$ cat config.mk
export PLATFORM = sky130hd
export DESIGN_NAME = vme_cycle_bridge
export DESIGN_NICKNAME = d
export VERILOG_FILES = /design/src/rtl/vme_cycle_bridge.sv
export SDC_FILE = /design/constraint.sdc
export NUM_CORES = 1
export LEC_CHECK = 0
export ABC_AREA = 1
export CORE_MARGIN = 1.5
export CORE_UTILIZATION = 32
export DETAILED_ROUTE_END_ITERATION = 8
export GPL_TIMING_DRIVEN = 0
export HOLD_SLACK_MARGIN = 0.12
export PLACE_DENSITY = 0.68
export SETUP_SLACK_MARGIN = 0.4
export SYNTH_ARGS = -nofsm -noshare
export SYNTH_HDL_FRONTEND = slang
export SYNTH_SLANG_ARGS = --single-unit
$ cat constraint.sdc
create_clock -name Clk -period 1.4 [get_ports Clk]
set_clock_uncertainty 0.1 [all_clocks]
set_input_delay 0.14 -clock Clk [delete_from_list [all_inputs] [get_ports Clk]]
set_output_delay 0.14 -clock Clk [all_outputs]
set_load 0.03 [all_outputs]
$ cat src/rtl/vme_cycle_bridge.sv
// vme_cycle_bridge: turns a held, level-based bus request into the single-cycle
// VMERdMem/VMEWrMem strobes of the register banks, waits for the matching done
// and returns a four-phase acknowledge. A missing done ends the bus cycle with
// BusErr after TIMEOUT+1 cycles.
//
// Build option: define VME_CYCLE_BRIDGE_SYNC_EN to pass BusReq through a
// two-flop synchroniser when the bus side runs from another clock domain.
// Every bus-side latency then grows by two cycles.

module vme_cycle_bridge #(
  parameter int ADDR_W  = 8,
  parameter int TIMEOUT = 15   // legal range 1..255
) (
  input  logic              Clk,
  input  logic              Rst,
  input  logic              BusReq,
  input  logic              BusWrite,
  input  logic [ADDR_W-1:0] BusAddr,
  input  logic [31:0]       BusWrData,
  output logic [31:0]       BusRdData,
  output logic              BusAck,
  output logic              BusErr,
  output logic [ADDR_W-1:0] VMEAddr,
  output logic [31:0]       VMEWrData,
  output logic              VMERdMem,
  output logic              VMEWrMem,
  input  logic [31:0]       VMERdData,
  input  logic              VMERdDone,
  input  logic              VMEWrDone
);

  localparam int                CNT_W  = $clog2(TIMEOUT + 1);
  localparam logic [CNT_W-1:0] CNT_TO = CNT_W'(TIMEOUT);

  typedef enum logic [1:0] {
    S_IDLE,
    S_WAIT,
    S_ACK,
    S_RELEASE
  } state_t;

  state_t           state;
  logic [CNT_W-1:0] cnt;
  logic             wr_q;      // latched direction of the current cycle
  logic             req;       // request as seen by the state machine
  logic             done_hit;  // done that matches the latched direction

`ifdef VME_CYCLE_BRIDGE_SYNC_EN
  logic req_meta;
  logic req_sync;

  // Two-flop synchroniser for a request launched from a foreign clock domain.
  always_ff @(posedge Clk) begin
    if (Rst) begin
      req_meta <= 1'b0;
      req_sync <= 1'b0;
    end else begin
      req_meta <= BusReq;
      req_sync <= req_meta;
    end
  end

  assign req = req_sync;
`else
  assign req = BusReq;
`endif

  // The opposite-direction done is never accepted, so a bank answering the
  // wrong strobe cannot complete the cycle.
  assign done_hit = wr_q ? VMEWrDone : VMERdDone;

  // Bus-cycle state machine; every output is a register.
  // NOTE: sequential state uses non-blocking assignments only, so all
  // registers update together from the values sampled at this edge.
  always_ff @(posedge Clk) begin
    if (Rst) begin
      // NOTE: data registers are reset too, because a reset must leave every
      // output at zero, not just the control flags.
      state     <= S_IDLE;
      cnt       <= '0;
      wr_q      <= 1'b0;
      BusRdData <= '0;
      BusAck    <= 1'b0;
      BusErr    <= 1'b0;
      VMEAddr   <= '0;
      VMEWrData <= '0;
      VMERdMem  <= 1'b0;
      VMEWrMem  <= 1'b0;
    end else begin
      // Strobes are single-cycle: they fall on the edge after they rise.
      VMERdMem <= 1'b0;
      VMEWrMem <= 1'b0;
      case (state)
        S_IDLE: begin
          if (req) begin
            VMEAddr   <= BusAddr;
            VMEWrData <= BusWrData;
            wr_q      <= BusWrite;
            VMEWrMem  <= BusWrite;
            VMERdMem  <= !BusWrite;
            cnt       <= '0;
            state     <= S_WAIT;
          end
        end
        S_WAIT: begin
          if (done_hit) begin
            BusRdData <= wr_q ? 32'h0 : VMERdData;
            BusErr    <= 1'b0;
            BusAck    <= 1'b1;
            state     <= S_ACK;
          end else if (cnt == CNT_TO) begin
            BusRdData <= 32'hFFFF_FFFF;
            BusErr    <= 1'b1;
            BusAck    <= 1'b1;
            state     <= S_ACK;
          end else begin
            // Leaving WAIT at CNT_TO keeps the counter from ever wrapping.
            cnt <= cnt + CNT_W'(1);
          end
        end
        S_ACK: begin
          if (!req) begin
            BusAck <= 1'b0;
            BusErr <= 1'b0;
            state  <= S_RELEASE;
          end
        end
        S_RELEASE: begin
          // One dead cycle guarantees a gap between bus transactions.
          state <= S_IDLE;
        end
        default: state <= S_IDLE;
      endcase
    end
  end

endmodule

-- Word level (Yosys, flattened, before mapping)
Cells that the tools add are included.
- input bits: 78
- output and inout port bits: 76
- word-level logic and storage cells: 52
- flip-flop bits (word level): 83
- mux-type cells: 19
- add/subtract/negate cells: 1
- equal/unequal tests: 9
- reductions and logical operators: 11
- bitwise gates (word level): 2
- operators with widths (kind ; number):
    $mux W32 ; 3
    $mux W4 ; 3
    $mux W2 ; 4
    $ne A2 B2 Y1 const B ; 4
    $pmux W2 S4 ; 1
    $pmux W4 S2 ; 1
    $reduce_and A3 Y1 ; 2
    $reduce_bool A2 Y1 ; 3
    $mux W1 ; 5
    $add A4 B1 Y4 const B ; 1
    $eq A2 B2 Y1 const B ; 2
    $eq A4 B4 Y1 const B ; 1
    $pmux W1 S2 ; 2
    $reduce_and A2 Y1 ; 2
    $reduce_and A4 Y1 ; 1
    $ne A3 B3 Y1 const B ; 1
    $reduce_or A3 Y1 ; 1
    $eq A2 B1 Y1 const B ; 1
    $logic_not A2 Y1 ; 1
    $not A1 Y1 ; 2
    $logic_not A1 Y1 ; 1

-- Logic depth before layout (Yosys ltp)
Gate-level depths: netlist of the first run.
- depth after elaboration: 4
- mapped depth: 8
- gate-level depth less buffers: 8

-- Least setup slack after synthesis of the first run
OpenSTA, ideal clock, no wires.
- path type: register -> register
- start point: register state[1]
- end point: register BusRdData[10]
- path slack: -0.014 ns
- data required time: 1.185 ns
- setup time: 0.115 ns
- arrival: 1.199 ns
- buffers on the path: 1
- stages on the path, launching flop included: 7
- path through: dfxtp_1 -> inv_1 -> ha_1 -> nand3_1 -> clkbuf_1 -> a21oi_1 -> nor2_1
- cells in the longest elaborated chain, start to end: 2
- ends and longest elaborated chain (element ; RTL line ; RTL):
    from (decl) ; 42 ; state_t state;
    from (signal assigned) ; 79 ; state <= S_IDLE;
    from (signal assigned) ; 102 ; state <= S_WAIT;
    from (signal assigned) ; 110 ; state <= S_ACK;
    $eq A2 B1 Y1 ; 93 ; case (state)
    $reduce_and A2 Y1 (no source line) ; - ;
    to (signal assigned) ; 107 ; BusRdData <= wr_q ? 32'h0 : VMERdData;
    to (decl) ; 20 ; output logic [31:0] BusRdData,
Every way passes these cells.
A chain may end at the register's enable or synchronous reset.

-- Worst setup path in the final report of the first run
- start point: register state[0]
- end point: register cnt[1]
- cells in the longest elaborated chain, start to end: 3
- elaborated cells between the ends (all ways): 8
- those cells by class: eq/ne: 4; mux: 1; reduce/logical: 3
- ends and longest elaborated chain (element ; RTL line ; RTL):
    $eq A2 B1 Y1 / $logic_not A2 Y1 (equally long branches) ; 93 ;
    $ne A2 B2 Y1 (no source line) / $reduce_bool A2 Y1 (equally long branches) ; - ;
    $reduce_and A4 Y1 (no source line) ; - ;
    to (signal assigned) ; 118 ; cnt <= cnt + CNT_W'(1);
    to (decl) ; 43 ; logic [CNT_W-1:0] cnt;
Parallel ways exist; a longest one is shown, timed or not.

==> results_dict.tcl, run 1 <==
set metrics [dict create \
    htree_num_levels 3 \
    wirelength_mm 10.8 \
    final_cell_mix "119 x nor2_1, 83 x buf_6, 78 x dfxtp_2, 76 x clkdlybuf4s50_1, 45 x o21ai_1" \
    worstPathArrival_ns 1.54 \
    area_delta_synth_final_pct 93.2 \
    core-area_um2 9680 \
    gp_congestion 0.741 \
    synth_cells 407 \
    violations "setup timing" \
    via_count 3539 \
    synth.avg_cell_area_um2 7.76 \
    finalSetupTns_ns -0.0317 \
    clk_latency_ns 0.34 \
    first_pass_iters 4 \
    grt-busiest-layer "met2" \
    critPathMaxStageDelay_ns 0.38 \
    fp.dieH_um 102 \
    drc 0 \
    grt_max_degree 14 \
    path_buf_inv 2 \
    grt_pass1_wl_mm 15.3 \
    dieArea_um2 10500 \
    yosysSeqAreaShare 0.526 \
    start_util 0.326 \
    wire_per_inst_um 14.5 \
    ir_worst_vdd_v 0.000934 \
    final_nets 694 \
    finalNonFillerCells 750 \
    viasPerCell 4.72 \
    cp-startpoint "state[0]" \
    timing.final.crit_period_ns 1.41 \
    final_common_cell "nor2_1" \
    postRouteAntennaNets 0 \
    min_from "BusWrite" \
    syn_nets 489 \
    crit_family "flip-flops" \
    synth_seq_cells 83 \
    drive_gt1_frac 0.527 \
    use_met1 0.208 \
    layout_setup_ws_ns -0.00926 \
    num_antenna_cells 0 \
    cp_common_cell "inv_4" \
    slowest_stage "dfxtp_4" \
    power_leakage_nw 2.57 \
    worstPathRequired_ns 1.53 \
    reg2reg_from "state[0]" \
    gr-usage-met2 0.333 \
    cts_buffers 9 \
    met3_usage 0.0609 \
    drt_iter0_drc 118 \
    pwr_density_cell_nw_per_um2 1940 \
    hold_viol 0 \
    status "finished with violations" \
    antenna_found_initial 0 \
    cp_max_fo 8 \
    ys_types 23 \
    netlist_area_um2 3160 \
    worst_pin_slew_ns 0.391 \
    dp.cells 693 \
    yosysWarnings 0 \
    startpoint_type "flop" \
    grt-ovfl-total 0 \
    rows 36 \
    fin_crit_sh 1.01 \
    hpwl_mm 6.97 \
    critPathKind "flop to flop" \
    rsz0062_at_grt "yes" \
    ios 154 \
    setup_viol 6 \
    cts_max_path_buffers 2 \
    portBuffers 153 \
    maxSlewViolCount 0 \
    min-delay-path-class "input port to flop" \
    end_kind "flop" \
    slew_headroom 0.739 \
    cts-root-buf "clkbuf_8" \
    cts.clk_slew.worst_paths_ns 0.09 \
    track_usage 0.187 \
    grt_pass1_vias 3334 \
    cts_tree "yes" \
    fp.dieW_um 102 \
    fmax_mhz 710 \
    cts_sinks 83 \
    cap_violations 0 \
    crit_chain "inv_4 > ha_4 > inv_4 > nor2_4 > a21oi_4 > nand3_1 > nand2_1 > nor2_1" \
]
-- worst reg2reg max path: cells and delay by family, from the launching register on --
| family | cells | cell delay (ns) |
|---|---|---|
| AO/OA/AOI/OAI | 1 | 0.26 |
| adder cells (fa/ha/maj) | 1 | 0.17 |
| buffers and inverters | 2 | 0.12 |
| flip-flops | 1 | 0.38 |
| AND/OR/NAND/NOR | 4 | 0.27 |
-- report_power, final --
part	switching, mW	internal (mW)	total, mW
combinational	3.49	3.08	6.57
clock	0.857	0.638	1.49
sequential	0.540	3.22	3.76
-- timing repair --
action	4_1_cts	5_1_grt
resized for setup	657	74
pin swaps	8	13
hold buffers	0	1
endpoints found under the setup margin	159	159
endpoints found under the hold margin	0	3
gates cloned	4	1
buffers inserted	10	25
-- metrics by stage --
step / hold slack [ns] / setup WS (ns) / utilization / total power [mW] / instance area (um2)
2_1_floorplan: 0.102 / 0.103 / - / 6.77 / 3310
3_3_place_gp: 0.351 / -0.454 / 0.517 / 8.63 / 5000
3_5_place_dp: 0.361 / -0.470 / 0.517 / 8.73 / 5000
4_1_cts: 0.236 / 0.0152 / 0.586 / 11.1 / 5680
5_1_grt: 0.251 / -0.0780 / 0.630 / 12.5 / 6100
6_report: 0.251 / -0.00926 / 0.630 / 11.8 / 6100
-- worst paths after layout --
| path | to | slack, ns | depth (start not counted) |
|---|---|---|---|
| worst min-delay path | VMERdMem | 0.25 | 2 |
| worst min register to register | VMEWrData[20] | 0.38 | 2 |
| worst max register to register | cnt[1] | -0.009 | 8 |
| worst max-delay path | cnt[1] | -0.009 | 8 |
-- synthesized netlist by cell type (all sizes together) --
cell | instances | area share
or2 | 1 | 0.0020
o21ai | 72 | 0.11
a21oi | 42 | 0.071
inv | 16 | 0.021
buf | 10 | 0.023
nor2 | 122 | 0.15
a31o | 1 | 0.0028
ha | 4 | 0.016
nand4 | 1 | 0.0020
dfxtp | 83 | 0.53
nand3 | 13 | 0.024
clkbuf | 15 | 0.018
nand2 | 27 | 0.035
-- per-layer routing --
metal / part of all wire / routed length, um / up-vias
met1: 0.40 / 4310 / 1651
met2: 0.51 / 5480 / 126
met3: 0.081 / 874 / 18
li1: - / - / 1744
met4: 0.016 / 172 / 0
met5: 0 / 0 / -
-- sequential cells by signal, summed over array words and instances (netlist names) --
register   count
BusAck         1
VMEWrMem       1
VMEWrData     32
BusRdData     32
cnt            4
wr_q           1
BusErr         1
VMERdMem       1
state          2
VMEAddr        8
-- cell type report --
class                   instances  area, um2
fillers                       841       3580
multi-input cells             283       1660
inverters                      16       88.8
clock buffers                  11        131
repair buffers                194       2000
clock inverters                 5       30.0
plain buffers                  25        256
flip-flops and latches         83       1770
well taps                     133        166
-- cells by family (layout without fill, tap and decap cells) --
family,after synthesis,after routing,synth area share
buf+inv,41,251,0.0614
compound gates,115,115,0.188
fa+ha+maj,4,4,0.0159
flops,83,83,0.526
simple gates,164,164,0.208
(Power assumes the default switching activity.)
==> run 2, diff against run 1 <==
HOLD_SLACK_MARGIN = 0.06   (was 0.12)
PLACE_DENSITY = 0.66   (was 0.68)
clock period = 1.5 ns   (was 1.4 ns; I/O delays follow)
==> run 2 against run 1 <==
Critical endpoint is now cnt[2]. Worst setup slack gained 0.095 ns. Clock-buffer cell count shrank 2. First-iteration DRC count grew 11%. The run now ends clean. Largest power group unchanged. Critical path type unchanged.
==> results_dict.tcl, run 2 (synthesis results as in run 1) <==
set metrics [dict create \
    gp_congestion 0.780 \
    cts_buffers 9 \
    crit_chain "inv_4 > ha_4 > inv_4 > nor2_4 > a21oi_4 > nand2_1 > nand2_1 > a21oi_2" \
    reg2reg_from "state[0]" \
    cts_sinks 83 \
    holdPathStages 2 \
    antenna_found_initial 1 \
    grt_max_degree 14 \
    cts.clk_slew.worst_paths_ns 0.08 \
    critPathMaxStageDelay_ns 0.39 \
    final_cell_mix "119 x nor2_1, 81 x buf_6, 77 x clkdlybuf4s50_1, 74 x dfxtp_2, 43 x o21ai_1" \
    wirelength_mm 10.1 \
    crit_family "flip-flops" \
    critPathKind "flop to flop" \
    grt-ovfl-total 0 \
    fp.dieH_um 102 \
    final_nets 683 \
    grt-busiest-layer "met2" \
    start_util 0.326 \
    ctsHoldBuffers 0 \
    fin_area_um2 5920 \
    rsz0062_at_grt "yes" \
    gr-usage-met2 0.310 \
    drive_gt1_frac 0.477 \
    cp_max_fo 8 \
    setup_viol 0 \
    pwr_density_cell_nw_per_um2 1860 \
    dpl-instance-area_um2 5000 \
    rows 36 \
    worstPathArrival_ns 1.53 \
    drt_iter0_drc 131 \
    dieArea_um2 10500 \
    total_power_mw 11.0 \
    path_buf_inv 2 \
    drc 0 \
    wire_per_inst_um 13.7 \
    r2r-end "cnt[2]" \
    num_antenna_cells 0 \
    ir_worst_vdd_v 0.000884 \
    timing.final.crit_period_ns 1.41 \
    end_kind "flop" \
    first_pass_iters 6 \
    fmax_mhz 707 \
    ios 154 \
    slew_headroom 0.714 \
    fin_crit_sh 0.943 \
    rrSetupSlack_ns 0.09 \
    hold_viol 0 \
    fp.dieW_um 102 \
    cts_max_path_buffers 2 \
    startpoint_type "flop" \
    core-area_um2 9680 \
    postRouteAntennaNets 0 \
    worst_pin_slew_ns 0.428 \
    num-fill-cells 850 \
    min_to "VMERdMem" \
    min_from "BusWrite" \
    area_delta_synth_final_pct 87.5 \
    use_met1 0.229 \
    worstPathRequired_ns 1.62 \
    maxSlewViolCount 0 \
    slowest_stage "dfxtp_4" \
    cts_tree "yes" \
    grt_pass1_wl_mm 15.4 \
    min-delay-path-class "input port to flop" \
    met3_usage 0.0588 \
    status "complete, no violations" \
    top_regs "BusRdData x32, VMEWrData x32, VMEAddr x8" \
    viasPerCell 4.65 \
    track_usage 0.186 \
    via_count 3425 \
    rr_worst_depth 8 \
    grt_pass1_vias 3193 \
    portBuffers 153 \
    htree_num_levels 3 \
    final_common_cell "nor2_1" \
    cts-root-buf "clkbuf_8" \
    clk_latency_ns 0.33 \
    hpwl_mm 6.98 \
    cap_violations 0 \
    power_leakage_nw 2.54 \
]
## run 2: worst max path at each step
stage / slack [ns] / endpoint / startpoint / depth (start not counted)
floorplan: 0.20 / BusRdData[0] / cnt[1] / 8
global placement: -0.35 / VMEWrData[19] / Rst / 6
detailed placement: -0.39 / VMEWrData[19] / Rst / 6
CTS: 0.14 / cnt[3] / state[0] / 8
global route: 0.03 / cnt[2] / state[0] / 8
finish: 0.09 / cnt[2] / state[0] / 8
## run 2: layer usage
metal | wire length, um | vias to the layer above
li1 | - | 1725
met1 | 4370 | 1576
met2 | 4910 | 113
met3 | 771 | 9
met4 | 65 | 2
met5 | 11 | -
## run 2: cell type report
| type | count | area (um2) | share of cell area |
|---|---|---|---|
| buffer | 25 | 263 | 0.0444 |
| clock buffer | 9 | 124 | 0.0209 |
| clock inverter | 5 | 78.8 | 0.0133 |
| inverter | 16 | 85.1 | 0.0144 |
| multi-input combinational | 283 | 1560 | 0.264 |
| sequential | 83 | 1770 | 0.298 |
| tap | 133 | 166 | 0.0281 |
| timing repair buffer | 183 | 1870 | 0.316 |
## run 2: timing repair
| action | in CTS | in global routing |
|---|---|---|
| setup buffers | 6 | 22 |
| endpoints found under the setup margin | 159 | 130 |
| cloned | 1 | 1 |
| resized for setup | 618 | 76 |
| pin swaps | 10 | 11 |
## run 2: per-stage QoR
stage	TNS (ns)	setup slack, ns	hold slack (ns)	instances	utilization
after CTS	0	0.137	0.251	714	0.571
after floorplan	0	0.203	0.112	407	-
final	0	0.0857	0.266	737	0.611
after detailed placement	-18.33	-0.386	0.357	693	0.517
after global routing	0	0.0343	0.280	737	0.611
after global placement	-16.03	-0.348	0.351	693	0.517
## run 2: power breakdown
group	leakage, nW	internal [mW]	switching, mW
logic	1.72	2.68	3.11
clock network	0.105	0.921	0.790
registers	0.713	3.00	0.511
==> run 3, diff against run 2 <==
CORE_ASPECT_RATIO = 1.75   (was not set)
==> run 3 against run 2 <==
Core utilization fell by 0.10 points. Sequential power about the same. Total power increased by 3.8%.
==> results_dict.tcl, run 3 (synthesis results as in run 1) <==
set metrics [dict create \
    final_nets 665 \
    fmax_mhz 732 \
    postRouteAntennaNets 0 \
    fin_crit_sh 0.911 \
    grt_pass1_vias 3269 \
    power_leakage_nw 2.47 \
    core-area_um2 9530 \
    wire_per_inst_um 14.0 \
    start_util 0.331 \
    fp.dieW_um 78.1 \
    hpwl_mm 7.11 \
    cp-startpoint "state[0]" \
    wirelength_mm 9.90 \
    cap_violations 0 \
    end_kind "flop" \
    cts-root-buf "clkbuf_16" \
    htree_num_levels 3 \
    startpoint_type "flop" \
    cts_sinks 83 \
    viasPerCell 4.70 \
    num-fill-cells 836 \
    ir_worst_vdd_v 0.000918 \
    timing.final.crit_period_ns 1.37 \
    drive_gt1_frac 0.429 \
    first_pass_iters 4 \
    setup_viol 0 \
    clk_latency_ns 0.33 \
    dieArea_um2 10500 \
    drc 0 \
    cts_tree "yes" \
    critPathKind "flop to flop" \
    reg2reg_from "state[0]" \
    fp.dieH_um 134 \
    multi_input_area_um2 1540 \
    min_from "Rst" \
    antenna_found_initial 0 \
    gp_congestion 0.757 \
    status "complete, no violations" \
    grt-ovfl-total 0 \
    via_count 3329 \
    grt_max_degree 14 \
    rsz0062_at_grt "yes" \
    top_regs "BusRdData x32, VMEWrData x32, VMEAddr x8" \
    grt_pass1_wl_mm 15.6 \
    worstPathRequired_ns 1.63 \
    ctsHoldBuffers 0 \
    num_antenna_cells 0 \
    pwr_density_cell_nw_per_um2 1970 \
    rows 47 \
    cts.clk_slew.worst_paths_ns 0.06 \
    cts_buffers 9 \
    hold_viol 0 \
    final_common_cell "nor2_1" \
    maxSlewViolCount 0 \
    final_cell_mix "120 x nor2_1, 76 x clkdlybuf4s50_1, 74 x buf_6, 64 x dfxtp_2, 45 x o21ai_1" \
    worst_pin_slew_ns 0.616 \
    drt_iter0_drc 96 \
    final_util 0.610 \
    area_delta_synth_final_pct 84.1 \
    cts_max_path_buffers 2 \
    track_usage 0.188 \
    rrSetupSlack_ns 0.13 \
    ios 154 \
    cp_max_fo 8 \
    finalSetupTns_ns 0 \
    seq_area_um2 1750 \
    worstPathArrival_ns 1.50 \
    portBuffers 153 \
    min-delay-path-class "input port to flop" \
    slew_headroom 0.590 \
]
[run 3: cell type report]
type                    count  area share
repair buffers            165       0.290
clock buffers              11      0.0418
plain buffers              25      0.0448
well taps                 122      0.0263
flip-flops and latches     83       0.302
inverters                  16      0.0138
multi-input cells         283       0.265
clock inverters             4      0.0170
[run 3: critical path: stages, from the launching register on]
cell,delay (ns)
dfxtp_4,0.38
inv_4,0.05
ha_4,0.17
inv_4,0.08
nor2_4,0.04
a21oi_4,0.23
nand3_1,0.12
nand2_1,0.07
nor2_1,0.03
[run 3: worst paths after layout]
path                                     end  depth (start not counted)
worst max-delay path                  cnt[3]                          8
worst min-delay path                  BusAck                          2
worst max register to register        cnt[3]                          8
worst min register to register  VMEWrData[0]                          2
[run 3: where the power goes]
part           internal, mW  total (mW)  switching [mW]
sequential             2.99        3.50           0.510
combinational          2.42        5.42            3.00
clock                  1.67        2.52           0.851
[run 3: timing repair]
action,in CTS,in global routing
setup endpoints to repair,159,145
resized for setup,515,151
cloned,2,1
pin swaps,8,5
setup buffers,6,3
[run 3: stage by stage]
stage          instance area (um2)  total power [mW]  setup WS, ns  cells  hold WS [ns]
4_1_cts                       5400              10.8         0.152    705         0.128
2_1_floorplan                 3310              6.32         0.203    407         0.112
3_5_place_dp                  4990              8.14        -0.393    682         0.360
5_1_grt                       5810              12.1        0.0621    709         0.113
3_3_place_gp                  4990              8.05        -0.360    682         0.351
6_report                      5810              11.4         0.134    709         0.114
[run 3: layer usage]
metal  track usage  vias up  part of all wire
met5             0        -                 0
met4        0.0675        0             0.015
met3        0.0524       12             0.065
met2         0.343      110              0.53
met1         0.205     1516              0.39
li1              -     1691                 -
==> patch 1 (config.mk and constraints of run 1) <==
Change the parameter `ADDR_W` from 8 to 9.
--- a/src/rtl/vme_cycle_bridge.sv
+++ b/src/rtl/vme_cycle_bridge.sv
@@ -8,7 +8,7 @@
 // Every bus-side latency then grows by two cycles.
 
 module vme_cycle_bridge #(
-  parameter int ADDR_W  = 8,
+  parameter int ADDR_W  = 9,
   parameter int TIMEOUT = 15   // legal range 1..255
 ) (
   input  logic              Clk,
Ports: changed (resized BusAddr and VMEAddr); port bits go from 154 to 156. No check against the original RTL was run, so the function may have changed too.
==> patch 1 against run 1 <==
Clock power grew 31%. Sequential cell count grew 1. Count of clock-buffer cells in the layout is the same. Routed wire length shrank 6.0%. Synthesized area grew 0.24%. Worst setup slack gained 0.010 ns. Final area shrank 3.7%. Highest routed layer unchanged. Power shrank 5.7%.
==> patch 1: results (changes against run 1) <==
status: "finished clean"
drt-pass1-iter-count: 6  # +2
stdcell_count: 740  # -1.3%
drive_above_1_share: 0.460  # -0.0671
synth_common_cells: "nor2_1 (128), dfxtp_1 (84), o21ai_0 (74)"
track_usage: 0.186  # -0.00102
dp_hpwl_um: 6940  # -0.40%
wl_met2_um: 4780  # -13%
wl_per_cell_um: 13.8  # -4.7%
cp_data_arrival_time_ns: 1.57  # +0.03 ns
vias: 3409  # -3.7%
grt_pass1_wl_um: 15100  # -1.5%
vdd_ir_drop_max_mv: 0.862  # -7.7%
met3RoutedLength_um: 941  # +7.7%
leakage_nw: 2.54  # -1.2%
drt-initial-drc-count: 93  # -21%
grt_pass1_vias: 3224  # -3.3%
placement.io_buffers: 155  # +1.3%
synth_nets: 490  # +0.20%
synth_area_per_cell_um2: 7.77  # +0.24%
met2_usage: 0.312  # -0.0204
endpoint: "state[1]"
synth-xor-area-share: 0.00277  # +0.00277
nets: 685  # -1.3%
comb_power_share: 0.500  # -0.056
worstPathMaxFanout: 3  # -5
gp_congestion: 0.816  # +10%
met1_length_um: 4210  # -2.3%
worst-slew-pin-transition_ns: 0.596  # +0.205 ns
synth_compound_area_frac: 0.185  # -0.00361
r2r_cells: 10  # +2
seq_power_share: 0.325  # +0.007
top_regs: "BusRdData (32), VMEWrData (32), VMEAddr (9)"
synth_top_cells_by_area: "dfxtp_1 (53%), nor2_1 (15%), o21ai_0 (12%), a21oi_1 (5.7%), nand2_1 (2.5%)"
patch 1: layout make-up:
class | count | area, µm² | area share
sequential | 84 | 1790 | 0.305
clock buffer | 11 | 141 | 0.0241
buffer | 25 | 225 | 0.0384
timing repair buffer | 184 | 1900 | 0.324
inverter | 17 | 86.3 | 0.0147
tap | 133 | 166 | 0.0283
multi-input combinational | 281 | 1480 | 0.251
clock inverter | 5 | 85.1 | 0.0145
patch 1: cell families (layout without fill, tap and decap cells):
group           after synthesis  in the layout
simple gates                163            163
compound gates              113            113
flops                        84             84
buf+inv                      42            242
fa+ha+maj                     4              4
xor+xnor                      1              1
patch 1: worst min-delay path by stage:
stage | endpoint | startpoint | depth (start not counted)
floorplan | cnt[0] | Rst | 1
global placement | VMEWrData[3] | VMEWrData[3] | 2
detailed placement | VMEWrData[21] | VMEWrData[21] | 2
CTS | VMERdMem | BusWrite | 2
global route | BusAck | Rst | 2
finish | BusAck | Rst | 2
patch 1: per-stage QoR:
stage / utilization / TNS, ns / hold WS, ns / worst slack (ns) / area [µm²]
after detailed placement: 0.513 / -26.40 / 0.373 / -0.470 / 4970
after CTS: 0.565 / 0 / 0.245 / 0.00143 / 5470
after global placement: 0.513 / -26.51 / 0.365 / -0.432 / 4970
after floorplan: - / 0 / 0.102 / 0.135 / 3250
after global routing: 0.606 / -1.13 / 0.0232 / -0.0689 / 5870
final: 0.606 / 0 / 0.0266 / 0.00106 / 5870
patch 1: repair_timing:
item | in CTS | in global routing
pin swaps | 4 | 7
setup buffers | 6 | 21
gates cloned | 0 | 2
endpoints found under the setup margin | 161 | 161
gates resized for setup | 626 | 100
hold endpoints to repair | 0 | 4
==> patch 2 (flow settings as in run 1) <==
Without the edit above. Re-encode `state_t` (4 states) as one-hot, 4 bits wide.
--- a/src/rtl/vme_cycle_bridge.sv
+++ b/src/rtl/vme_cycle_bridge.sv
@@ -32,11 +32,11 @@
   localparam int                CNT_W  = $clog2(TIMEOUT + 1);
   localparam logic [CNT_W-1:0] CNT_TO = CNT_W'(TIMEOUT);
 
-  typedef enum logic [1:0] {
-    S_IDLE,
-    S_WAIT,
-    S_ACK,
-    S_RELEASE
+  typedef enum logic [3:0] {
+    S_IDLE    = 4'b0001,
+    S_WAIT    = 4'b0010,
+    S_ACK     = 4'b0100,
+    S_RELEASE = 4'b1000
   } state_t;
 
   state_t           state;
Function: no difference found for any inputs over 10 cycles, from zero or initial values and one cycle with Rst high; not proved beyond that.
==> patch 2 against run 1 <==
The run still ends with setup timing left. Synthesized area is 6.9% higher. Sequential cell count is 2 higher. First-iteration DRC count is 31% lower. Worst setup slack worse by 0.059 ns. Final area is 12% higher. Via count is 2.9% higher. Routed wire length is 6.2% higher.
Power is not compared: it rests on default switching activity, and its combinational part moved more than twofold at a synthesized area within 25%.
==> patch 2: results (changes against run 1) <==
status: "finished, violations left"
synth_top_area_share: 0.504  # -0.0219
relSlewSlack: 0.564  # -0.175
worstPathMaxFanout: 6  # -2
synth_nets: 481  # -1.6%
wl_per_cell_um: 14.9  # +3.0%
grt_pass1_vias: 3514  # +5.4%
ys_types: 25  # +8.7%
syn_inst: 402  # -1.2%
cp_slowest_cell: "dfxtp_2"
stdcell_count: 773  # +3.1%
hold_slack_ns: 0.248  # -0.00339 ns
met2_usage: 0.325  # -0.00751
min_path_cells: 3  # +1
setup_ws_ns: -0.0683  # -0.0591 ns
min_to: "VMEAddr[1]"
use_met3: 0.0557  # -0.00522
clk-insertion-delay-late_ns: 0.36  # +0.02 ns
regToRegEndpoint: "VMEWrData[11]"
fin_setup_tns_ns: -2.24  # -2.21 ns
clk_pin_slew_ns: 0.08
wl_met2_um: 5610  # +2.3%
drt-initial-drc-count: 82  # -31%
r2r_cells: 9  # +1
nets: 711  # +2.4%
cts-resized-gates: 693  # +5.5%
violations: "setup timing"
track_usage: 0.195  # +0.00765
synth_common_cells: "nor2_1 (89), dfxtp_1 (85), a21oi_1 (69)"
pre_cts_slack_ns: -0.348  # +0.122 ns
met1_length_um: 5000  # +16%
dp_hpwl_um: 7130  # +2.2%
setup_viol: 71  # +65
met3RoutedLength_um: 769  # -12%
hold_path.startpoint: "BusAddr[1]"
post_cts_buffers: 43  # +33
fill_cells: 824  # -2.0%
synth_top_cells_by_area: "dfxtp_1 (50%), a21oi_1 (10%), nor2_1 (9.9%), nor3_2 (8.6%), o21ai_0 (6.1%)"
critical_path.max_stage_delay_ns: 0.33  # -0.05 ns
post-route-util: 0.668  # +0.0377
drive_above_1_share: 0.653  # +0.126
yosysSeqAreaShare: 0.504  # -0.0219
dp_cells: 691  # -0.29%
grt_pass1_wl_um: 17400  # +13%
gp_congestion: 0.765  # +3.3%
cp_data_arrival_time_ns: 1.62  # +0.08 ns
## patch 2: kinds of logic after synthesis
kind of cell    count (synthesis)  synth area share
fa+ha+maj                       1           0.00371
compound gates                112             0.167
flops                          85             0.504
buf+inv                        42            0.0701
simple gates                  161             0.252
xor+xnor                        1           0.00260
## patch 2: power by group through the flow
| stage | Clock (W) | Sequential, W | Combinational, W |
|---|---|---|---|
| after global routing | 0.00205 | 0.00277 | 0.00221 |
| after CTS | 0.00193 | 0.00275 | 0.00189 |
| after global placement | 0 | 0.00274 | 0.00151 |
| final | 0.00190 | 0.00275 | 0.00208 |
| after detailed placement | 0 | 0.00274 | 0.00153 |
| after floorplan | 0 | 0.00305 | 0.000553 |
## patch 2: final cells by class
class / count / share of cell area
timing repair inverter: 1 / 0.00128
multi-input combinational: 275 / 0.300
tap: 136 / 0.0248
inverter: 13 / 0.0104
buffer: 29 / 0.0467
clock buffer: 11 / 0.0192
timing repair buffer: 218 / 0.322
sequential: 85 / 0.264
clock inverter: 5 / 0.0109
